## src/rtl/mux_tx_4to1.sv

```systemverilog
// 4:1 transmit byte serializer: samples four lanes every fourth clk_4f edge and emits them
// in lane order 0..3. Define MUX_TX_IDLE_EN to drive IDLE_WORD in empty slots.
module mux_tx_4to1 #(
  parameter int unsigned   BW        = 8,
  parameter logic [BW-1:0] IDLE_WORD = 8'hBC
) (
  input  logic          clk_4f,
  input  logic          reset_L,
  input  logic [BW-1:0] data_0,
  input  logic [BW-1:0] data_1,
  input  logic [BW-1:0] data_2,
  input  logic [BW-1:0] data_3,
  input  logic          valid_0,
  input  logic          valid_1,
  input  logic          valid_2,
  input  logic          valid_3,
  output logic [BW-1:0] data_000,
  output logic          valid_000,
  output logic          sample_req,
  output logic          active
);

`ifdef MUX_TX_IDLE_EN
  localparam bit IdleEn = 1'b1;
`else
  localparam bit IdleEn = 1'b0;
`endif

  typedef enum logic [0:0] {StIdle, StActive} state_e;

  state_e               state_q, state_d;
  logic [1:0]           phase_q, phase_d;
  // Lane 0 goes straight to the output on the sample edge, so only lanes 1..3 are held.
  logic [3:1][BW-1:0]   hold_data_q, hold_data_d;
  logic [3:1]           hold_valid_q, hold_valid_d;
  logic [BW-1:0]        data_q, data_d;
  logic                 valid_q, valid_d;

  logic [3:0][BW-1:0]   lane_data;
  logic [3:0]           lane_valid;
  logic                 sample;
  logic                 slot_valid;
  logic [BW-1:0]        slot_data;
  logic                 slot_gate;

  assign lane_data  = {data_3, data_2, data_1, data_0};
  assign lane_valid = {valid_3, valid_2, valid_1, valid_0};
  assign sample     = (phase_q == 2'd3);

  always_comb begin
    phase_d      = phase_q + 2'd1;
    state_d      = state_q;
    hold_data_d  = hold_data_q;
    hold_valid_d = hold_valid_q;
    slot_valid   = 1'b0;
    slot_data    = '0;
    slot_gate    = 1'b0;

    if (sample) begin
      unique case (state_q)
        StIdle:   state_d = (|lane_valid) ? StActive : StIdle;
        StActive: state_d = (|lane_valid) ? StActive : StIdle;
        default:  state_d = StIdle;
      endcase
      hold_data_d  = lane_data[3:1];
      hold_valid_d = lane_valid[3:1];
      slot_valid   = lane_valid[0];
      slot_data    = lane_data[0];
      // The frame that causes the transition already uses the new state.
      slot_gate    = (state_d == StActive);
    end else begin
      unique case (phase_q)
        2'd0: begin
          slot_valid = hold_valid_q[1];
          slot_data  = hold_data_q[1];
        end
        2'd1: begin
          slot_valid = hold_valid_q[2];
          slot_data  = hold_data_q[2];
        end
        2'd2: begin
          slot_valid = hold_valid_q[3];
          slot_data  = hold_data_q[3];
        end
        default: begin
          slot_valid = 1'b0;
          slot_data  = '0;
        end
      endcase
      slot_gate = (state_q == StActive);
    end

    valid_d = slot_valid & slot_gate;
    if (valid_d) begin
      data_d = slot_data;
    end else if (IdleEn) begin
      data_d = IDLE_WORD;
    end else begin
      data_d = data_q;
    end
  end

  always_ff @(posedge clk_4f) begin
    if (!reset_L) begin
      phase_q      <= 2'd0;
      state_q      <= StIdle;
      hold_data_q  <= '0;
      hold_valid_q <= '0;
      data_q       <= '0;
      valid_q      <= 1'b0;
    end else begin
      phase_q      <= phase_d;
      state_q      <= state_d;
      hold_data_q  <= hold_data_d;
      hold_valid_q <= hold_valid_d;
      data_q       <= data_d;
      valid_q      <= valid_d;
    end
  end

  assign data_000   = data_q;
  assign valid_000  = valid_q;
  assign sample_req = sample;
  assign active     = (state_q == StActive);

endmodule

```

## config.mk

```make
export PLATFORM = sky130hd
export DESIGN_NAME = mux_tx_4to1
export DESIGN_NICKNAME = d
export VERILOG_FILES = /design/src/rtl/mux_tx_4to1.sv
export SDC_FILE = /design/constraint.sdc
export NUM_CORES = 1
export LEC_CHECK = 0
export BUFFER_PORTS_ARGS = -buffer_cell sky130_fd_sc_hd__buf_2
export CAP_MARGIN = 20
export CORE_MARGIN = 3
export CORE_UTILIZATION = 55
export DETAILED_ROUTE_END_ITERATION = 16
export HOLD_SLACK_MARGIN = 0.02
export PLACE_DENSITY = 0.84
export SLEW_MARGIN = 20
export SYNTH_ARGS = -nofsm -noshare
export SYNTH_HDL_FRONTEND = slang
export SYNTH_SLANG_ARGS = --single-unit
```

## constraint.sdc

```tcl
create_clock -name clk_4f -period 5.45 [get_ports clk_4f]
set_input_delay 1.09 -clock clk_4f [delete_from_list [all_inputs] [get_ports clk_4f]]
set_output_delay 1.09 -clock clk_4f [all_outputs]
set_load 0.01 [all_outputs]
```

==> results of run 1 <==
==> cell families after synthesis <==
group | Yosys count | synth area share (%)
AO/OA/AOI/OAI | 28 | 14.65
adder cells (fa/ha/maj) | 4 | 2.901
buffers and inverters | 15 | 3.916
flip-flops | 39 | 45.25
multiplexers | 35 | 20.30
AND/OR/NAND/NOR | 39 | 12.98
==> how the worst min path moves through the flow <==
stage / from / endpoint / slack, ps
floorplan: phase_q[0] / phase_q[0] / 440
global placement: data_000[3] / data_000[3] / 440
detailed placement: data_000[0] / data_000[0] / 460
CTS: data_000[0] / data_000[0] / 470
global route: data_000[3] / data_000[3] / 490
finish: data_000[0] / data_000[0] / 470
==> final cells by class <==
cell class / instances / area, µm² / area share [%]
Clock buffer: 7 / 45.04 / 2.236
Multi-Input combinational cell: 106 / 879.6 / 43.66
Clock inverter: 1 / 5.005 / 0.2484
Tap cell: 42 / 52.55 / 2.609
Inverter: 3 / 11.26 / 0.5590
Sequential cell: 39 / 780.7 / 38.76
Timing Repair Buffer: 48 / 240.2 / 11.93
==> flip-flops by register name, summed over array words and instances (netlist names) <==
signal        cells
phase_q           2
active            1
hold_valid_q      3
hold_data_q      24
valid_000         1
data_000          8
==> synth_stat cells <==
library cell	instances	area (µm²)
a21boi_0	1	7.510
a21o_1	8	60.06
a222oi_1	1	10.01
a22o_1	8	70.07
a2bb2oi_4	1	26.28
and2_1	1	6.260
buf_2	3	15.01
buf_6	1	11.26
clkbuf_1	8	30.03
dfxtp_1	39	780.8
ha_1	4	50.05
inv_1	3	11.26
mux2i_1	35	350.3
nand2_1	8	30.03
nand2b_1	1	6.260
nor2b_1	29	181.4
o221ai_1	8	70.07
o41ai_1	1	8.760
==> worst reg2reg max path: cells and delay by family (launching register included) <==
family          cells  cell delay [ps]
simple gates        1              280
fa+ha+maj           1              920
mux                 1              230
flops               1              400
compound gates      1              350
==> per-stage QoR <==
step | hold slack (ps) | total power [µW] | instance area (µm²) | utilization [%] | instances
finish | 466.1 | 505.9 | 2014 | 70.03 | 246
global route | 490.8 | 535.3 | 2014 | 70.03 | 246
CTS | 471.8 | 509.4 | 2014 | 70.03 | 246
detailed placement | 457.3 | 372.3 | 1964 | 68.29 | 238
global placement | 441.8 | 369.6 | 1964 | 68.29 | 238
floorplan | 440.1 | 349.0 | 1725 | - | 160
==> power groups by stage <==
stage | sequential [µW] | clock (µW) | combinational [µW]
2_1_floorplan | 305 | 0 | 44.5
3_3_place_gp | 305 | 0 | 64.7
3_5_place_dp | 305 | 0 | 66.8
4_1_cts | 299 | 143 | 67.1
5_1_grt | 300 | 163 | 72.5
6_report | 299 | 141 | 66.5
==> metal layers <==
metal | wire length (µm) | part of all wire [%] | GRT usage (%)
met4 | 81 | 2.4 | 8.788
met3 | 218 | 6.4 | 7.645
met5 | 0 | 0 | 0
met1 | 1585 | 46 | 24.52
met2 | 1545 | 45 | 29.29
==> flow_summary.rst, run 1 <==
.. list-table::
   :header-rows: 1

   * - Metric
     - Value
   * - Number of cells on the critical path
     - 2
   * - Final worst-path cycle share
     - approximately 56%
   * - Post-synthesis instance area
     - approximately 0.0017 mm²
   * - Setup repair after global routing missed its margin
     - false
   * - Routed length per instance
     - ~14 µm
   * - Launching element of the worst setup path
     - phase_q[0]
   * - Highest attainable clock frequency
     - between 300 and 400 MHz
   * - Seq/Total Area, Yosys
     - 45.25%
   * - Capturing point of the worst reg2reg path
     - data_000[2]
   * - DIE HEIGHT
     - 62.01 µm
   * - Core Area
     - between 0.002 and 0.003 mm²
   * - Maximum number of buffers from clock root to sink
     - 2
   * - Seq cells post-synth
     - 39
   * - Final setup violating endpoints
     - 0
   * - Most common cell after layout, fill and taps aside
     - buf_2
   * - Vias in the first global route
     - approximately 1.2k
   * - Reported max-cap violation count
     - 0
   * - Total Nets Final
     - 245
   * - Resized cells post-CTS
     - 0
   * - Iteration count of the initial detailed-routing pass
     - 4
   * - Crit path capture type
     - output pin
   * - Sw Pwr
     - about 130 µW
   * - Family of cells with the greatest summed delay on the critical path
     - adder cells
   * - Row Count
     - 19
   * - CTS tree
     - built
   * - CTS buffer count
     - 5
   * - Worst slew margin relative to its limit
     - between 20% and 30%
   * - Total wire length
     - between 3000 and 4000 µm
   * - Post-synthesis cell type count
     - 18
   * - Placed wire-length estimate after detailed placement
     - approximately 2500 µm
   * - Internal
     - about 380 µW
   * - Critical Path RT
     - 4360 ps
   * - Comb power frac
     - 13.1%
   * - Worst r2r src
     - phase_q[0]
   * - Power per standard cell area
     - ~250 mW/mm²
   * - Grt total ovfl
     - 0
   * - Result of the run
     - completed
   * - Most used cells in the layout excluding fill and tap cells
     - buf_2 (48), dfxtp_1 (39), mux2i_1 (35), nor2b_1 (29)
   * - Proportion of layout cells with a drive suffix above 1
     - approximately 27%
   * - Worst-case vdd ir drop
     - about 190 µV
   * - Antenna Cells
     - 0
   * - FF-to-FF setup slack
     - 3210 ps
   * - Shortest period the worst path allows
     - slightly above 3000 ps
   * - Pre-CTS setup slack
     - roughly 2800 ps
   * - Buffers and inverters on the worst path
     - 1
   * - Post-CTS clock slew at the launch and capture registers of the worst setup and hold paths
     - approximately 110 ps
   * - Insertion delay of the later-clocked pin in the worst-skew pair
     - around 350 ps
   * - Effective utilization at floorplan
     - 59.98%
   * - Final Max Slew Viols
     - 0
   * - Count of cells along the worst register-to-register path
     - 4
   * - Clk_skew
     - 6.317 ps
   * - Post-CTS Hold Buffers
     - 0
   * - Largest driver fanout on the critical path
     - 40
   * - Maximum number of pins on one net before global-route repair
     - 48
   * - Biggest cell delay along the critical path
     - ~920 ps
   * - Data arrival time at the worst-slack endpoint
     - between 1500 and 2000 ps
   * - Critical path class
     - flop to output pin
   * - Worst min path class
     - flop to flop
   * - Remaining routing DRC violations
     - 0
   * - Area growth from synthesis to final layout
     - 16.75%
   * - Min-Delay Path Depth
     - 2
   * - Wire length of the first global-routing pass
     - between 5000 and 6000 µm
   * - Clock sinks
     - 39
   * - Antenna violations before repair
     - 0
   * - Warnings, synthesis
     - 0
   * - Clock power share
     - 27.8%
   * - Count of input and output buffers
     - 48
   * - Tightest Pin Transition
     - ~1100 ps
   * - Endpoints failing hold
     - 0
   * - GR Util All Layers
     - about a fifth
   * - ANT nets after route
     - 0
   * - CP cell instances
     - ha_2 > buf_2
   * - Ports
     - 49
   * - Crit start category
     - flop
   * - Aggregate negative setup slack
     - 0 ps
   * - Switching power as a share of total power
     - between 20% and 30%
   * - Number of vias in the routed layout
     - 1,273
   * - CTS root buf
     - clkbuf_4
   * - Highest-delay cell along the critical path
     - ha_2
   * - Mapped Cells
     - 160
   * - Leak Pwr
     - between 0.0008 and 0.0009 µW
   * - Weighted congestion at the end of routability-driven global placement
     - approximately 0.75
   * - Worst setup endpoint
     - sample_req
   * - Number of vias per cell after detailed routing
     - roughly 5.2
   * - Syn nets
     - around 200
   * - Average size of a mapped cell
     - 10.78 µm²
   * - Maximum level of the CTS H-tree
     - 2
   * - Detailed Route Iter0 Violations
     - 34
   * - DIE AREA
     - approximately 0.0038 mm²
   * - Filler Cells Inserted
     - between 200 and 250
   * - Horizontal extent of the die
     - just over 60 µm
   * - Number of setup buffers added after CTS
     - 0
   * - Seq pwr share
     - 59.1%
   * - Post-route worst setup slack
     - ~2400 ps
(Power assumes the default switching activity.)
==> inputs of run 2 (changes only) <==
--- a/config.mk
+++ b/config.mk
@@ -5,13 +5,14 @@
 export SDC_FILE = /design/constraint.sdc
 export NUM_CORES = 1
 export LEC_CHECK = 0
+export ABC_AREA = 1
 export BUFFER_PORTS_ARGS = -buffer_cell sky130_fd_sc_hd__buf_2
 export CAP_MARGIN = 20
 export CORE_MARGIN = 3
-export CORE_UTILIZATION = 55
+export CORE_UTILIZATION = 51
 export DETAILED_ROUTE_END_ITERATION = 16
 export HOLD_SLACK_MARGIN = 0.02
-export PLACE_DENSITY = 0.84
+export PLACE_DENSITY = 0.78
 export SLEW_MARGIN = 20
 export SYNTH_ARGS = -nofsm -noshare
 export SYNTH_HDL_FRONTEND = slang
==> constraint.sdc (replaced) <==
create_clock -name clk_4f -period 2.9 [get_ports clk_4f]
set_input_delay 0.58 -clock clk_4f [delete_from_list [all_inputs] [get_ports clk_4f]]
set_output_delay 0.58 -clock clk_4f [all_outputs]
set_load 0.01 [all_outputs]
==> run 2 against run 1 <==
Compared with the run above: final area up 1.3%; non-clock buffer count grew 1; flip-flop and latch count unchanged; clock power grew to 2.7 times the previous value; synthesized cell count rose by 57%; worst hold slack got worse by 27 ps; die area increased by 8.1%; register-to-register slack got worse by 2100 ps; cell count grew 37%; wire length increased by 12%; via count grew 28%; critical endpoint unchanged.
==> flow_summary.rst, run 2 <==
.. list-table::
   :header-rows: 1

   * - Metric
     - Value
   * - Number of non-filler instances in the completed layout
     - 337 (+37%)
   * - Maximum number of pins on one net before global-route repair
     - 46 (-4.2%)
   * - Largest driver fanout on the critical path
     - 31 (-23%)
   * - Detailed Route Iter0 Violations
     - 121 (+260%)
   * - CTS tree
     - built
   * - Horizontal extent of the die
     - 64.46 µm (+4.0%)
   * - Power per standard cell area
     - 533.2 mW/mm² (+110%)
   * - Register ranked first by flip-flop count
     - hold_data_q
   * - Total Nets Final
     - 334 (+36%)
   * - Leak Pwr
     - 0.001093 µW (+24%)
   * - Iteration count of the initial detailed-routing pass
     - 4 (unchanged)
   * - Syn nets
     - 293 (+45%)
   * - Cell types with the largest area share after synthesis
     - dfxtp_1 (45%), nor2_1 (18%), nand2_1 (11%)
   * - Reported max-cap violation count
     - 0 (unchanged)
   * - Crit path capture type
     - output pin
   * - Largest register FFs
     - 24 (unchanged)
   * - Final setup violating endpoints
     - 0 (unchanged)
   * - Summed area of non-filler cells in the final layout
     - 0.002041 mm² (+1.3%)
   * - Grt total ovfl
     - 0 (unchanged)
   * - Aggregate negative setup slack
     - 0 ps (unchanged)
   * - Maximum level of the CTS H-tree
     - 2 (unchanged)
   * - Commonest cells in the synthesized netlist
     - nor2_1 (82), nand2_1 (52), dfxtp_1 (39), o21ai_0 (27), nand3_1 (16)
   * - ANT nets after route
     - 0 (unchanged)
   * - Ports
     - 49 (unchanged)
   * - Worst-case vdd ir drop
     - 317.2 µV (+66%)
   * - Vias in the first global route
     - 1,495 (+30%)
   * - Crit start category
     - flop
   * - Wire length of the first global-routing pass
     - 6410 µm (+21%)
   * - Post-CTS clock slew at the launch and capture registers of the worst setup and hold paths
     - 120 ps (about the same)
   * - Count of input and output buffers
     - 48 (unchanged)
   * - Clock sinks
     - 39 (unchanged)
   * - Warnings, synthesis
     - 0 (unchanged)
   * - Final Max Slew Viols
     - 0 (unchanged)
   * - Post-synthesis cell type count
     - 19 (+1)
   * - Data arrival time at the worst-slack endpoint
     - 1430 ps (-520 ps)
   * - Number of vias in the routed layout
     - 1,625 (+28%)
   * - Cell area after placement
     - 0.001954 mm² (-0.51%)
   * - Top cell type's share of synthesized area
     - 44.80% (-0.45 points)
   * - CTS buffer count
     - 5 (unchanged)
   * - Critical Path RT
     - 2320 ps (-2040 ps)
   * - Area growth from synthesis to final layout
     - 17.09%
   * - Maximum number of buffers from clock root to sink
     - 2 (unchanged)
   * - GR Util All Layers
     - 19.95% (+0.48 points)
   * - Seq/Total Area, Yosys
     - 44.80% (-0.45 points)
   * - Routed length per instance
     - 11.37 µm (-18%)
   * - Most used cells in the layout excluding fill and tap cells
     - nor2_1 (82), nand2_1 (52), buf_2 (48), dfxtp_1 (39), o21ai_0 (27)
   * - Total wire length
     - 3833 µm (+12%)
   * - Resized cells post-CTS
     - 0 (unchanged)
   * - Number of vias per cell after detailed routing
     - 4.822 (-6.8%)
   * - Worst min path class
     - primary input to flop
   * - Critical path class
     - flop to output pin
   * - Endpoints failing hold
     - 0 (unchanged)
   * - Tightest Pin Transition
     - 672.7 ps (-388.2 ps)
   * - Row Count
     - 20 (+1)
   * - Shortest period the worst path allows
     - 2011 ps
   * - Proportion of layout cells with a drive suffix above 1
     - 22.53% (-4.9 points)
   * - Setup repair after global routing missed its margin
     - false
   * - Mapped Cells
     - 251 (+57%)
   * - DIE HEIGHT
     - 64.46 µm (+4.0%)
   * - Main synth FF type
     - dfxtp_1
   * - Total instance count after detailed placement
     - 329 (+38%)
   * - Worst slew margin relative to its limit
     - 55.15% (+26 points)
   * - Post-synthesis instance area
     - 0.001743 mm² (+1.0%)
   * - Post-CTS Hold Buffers
     - 0 (unchanged)
   * - Most instantiated library cell after synthesis
     - nor2_1
   * - Final worst-path cycle share
     - between 60% and 70%
   * - Remaining routing DRC violations
     - 0 (unchanged)
   * - DIE AREA
     - 0.004155 mm² (+8.1%)
   * - Result of the run
     - completed
   * - Insertion delay of the later-clocked pin in the worst-skew pair
     - 360 ps (about the same)
   * - Antenna Cells
     - 0 (unchanged)
   * - Power, Total
     - 1088 µW (+120%)
   * - Placed wire-length estimate after detailed placement
     - 2634 µm (+5.7%)
   * - Seq cells post-synth
     - 39 (unchanged)
   * - Antenna violations before repair
     - 0 (unchanged)
   * - CTS root buf
     - clkbuf_4
   * - Number of setup buffers added after CTS
     - 0 (unchanged)
   * - Average size of a mapped cell
     - 6.944 µm² (-36%)
   * - Share of flip-flops with an asynchronous set or reset
     - 0% (unchanged)
   * - Effective utilization at floorplan
     - 55.28% (-4.7 points)
   * - Area leader, netlist
     - dfxtp_1
   * - Post-synth EDFFs
     - 0 (unchanged)
   * - Most common cell after layout, fill and taps aside
     - nor2_1
   * - Core Area
     - 0.003153 mm² (+9.6%)
   * - Highest attainable clock frequency
     - ~500 MHz
   * - Clk_skew
     - 12.59 ps (+6.273 ps)
   * - Weighted congestion at the end of routability-driven global placement
     - 0.8024 (+6.8%)
-- run 2: cell types whose count changed after synthesis, moves of 3 or more --
cell and change:
a21o_1 -8, nand2_1 +44, buf_4 +6, nor2_1 +82, nand3_1 +16, clkbuf_1 -4, o221ai_1 -8, nand2_2 +3
a22o_1 -8, mux2i_1 -35, nor2b_1 -29, o21ai_0 +27
-- run 2: where the power goes --
part	internal, µW	switching [µW]
Clock	204	178
Combinational	49.9	82.4
Sequential	561	12.9
-- run 2: critical path, stage by stage, from the launching register on --
cell and delay [ps]:
dfxtp_1 390, ha_1 190, buf_4 300, buf_2 190
-- run 2: cell type report --
cell class              instances  area (µm²)
repair buffers                 49       247.7
inverters                       6       22.52
flip-flops and latches         39       780.7
clock buffers                   6       51.30
fillers                       319        1112
multi-input cells             191       848.3
clock inverters                 2       35.03
well taps                      44       55.05
-- run 2: per-layer routing --
metal	wire length (µm)	vias to the layer above	global-route usage (%)
li1	-	872	-
met1	1754	694	25.30
met2	1766	51	32.47
met3	244	8	5.026
met4	67	0	7.916
met5	0	-	0
-- run 2: cells by family after synthesis --
kind of cell / count (synthesis) / share of synthesized area, %
adders and majority gates: 4 / 2.872
buffers and inverters: 21 / 6.532
AOI/OAI and AO/OA: 30 / 9.620
and+or+nand+nor: 157 / 36.18
DFF: 39 / 44.80
-- run 2: metrics by stage --
stage / setup slack, ps / hold WS (ps) / util, %
2_1_floorplan: 1563 / 433.1 / -
3_3_place_gp: 1168 / 450.5 / 61.98
3_5_place_dp: 1118 / 460.4 / 61.98
4_1_cts: 870.1 / 428.2 / 64.72
5_1_grt: 807.6 / 436.6 / 64.72
6_report: 889.2 / 439.0 / 64.72
-- run 2: worst paths after layout --
check	from	endpoint	slack, ps	cells after the start
max	phase_q[0]	sample_req	890	3
max reg2reg	phase_q[0]	data_000[5]	1110	6
min reg2reg	data_000[0]	data_000[0]	470	2
min	data_3[3]	hold_data_q[19]	440	3
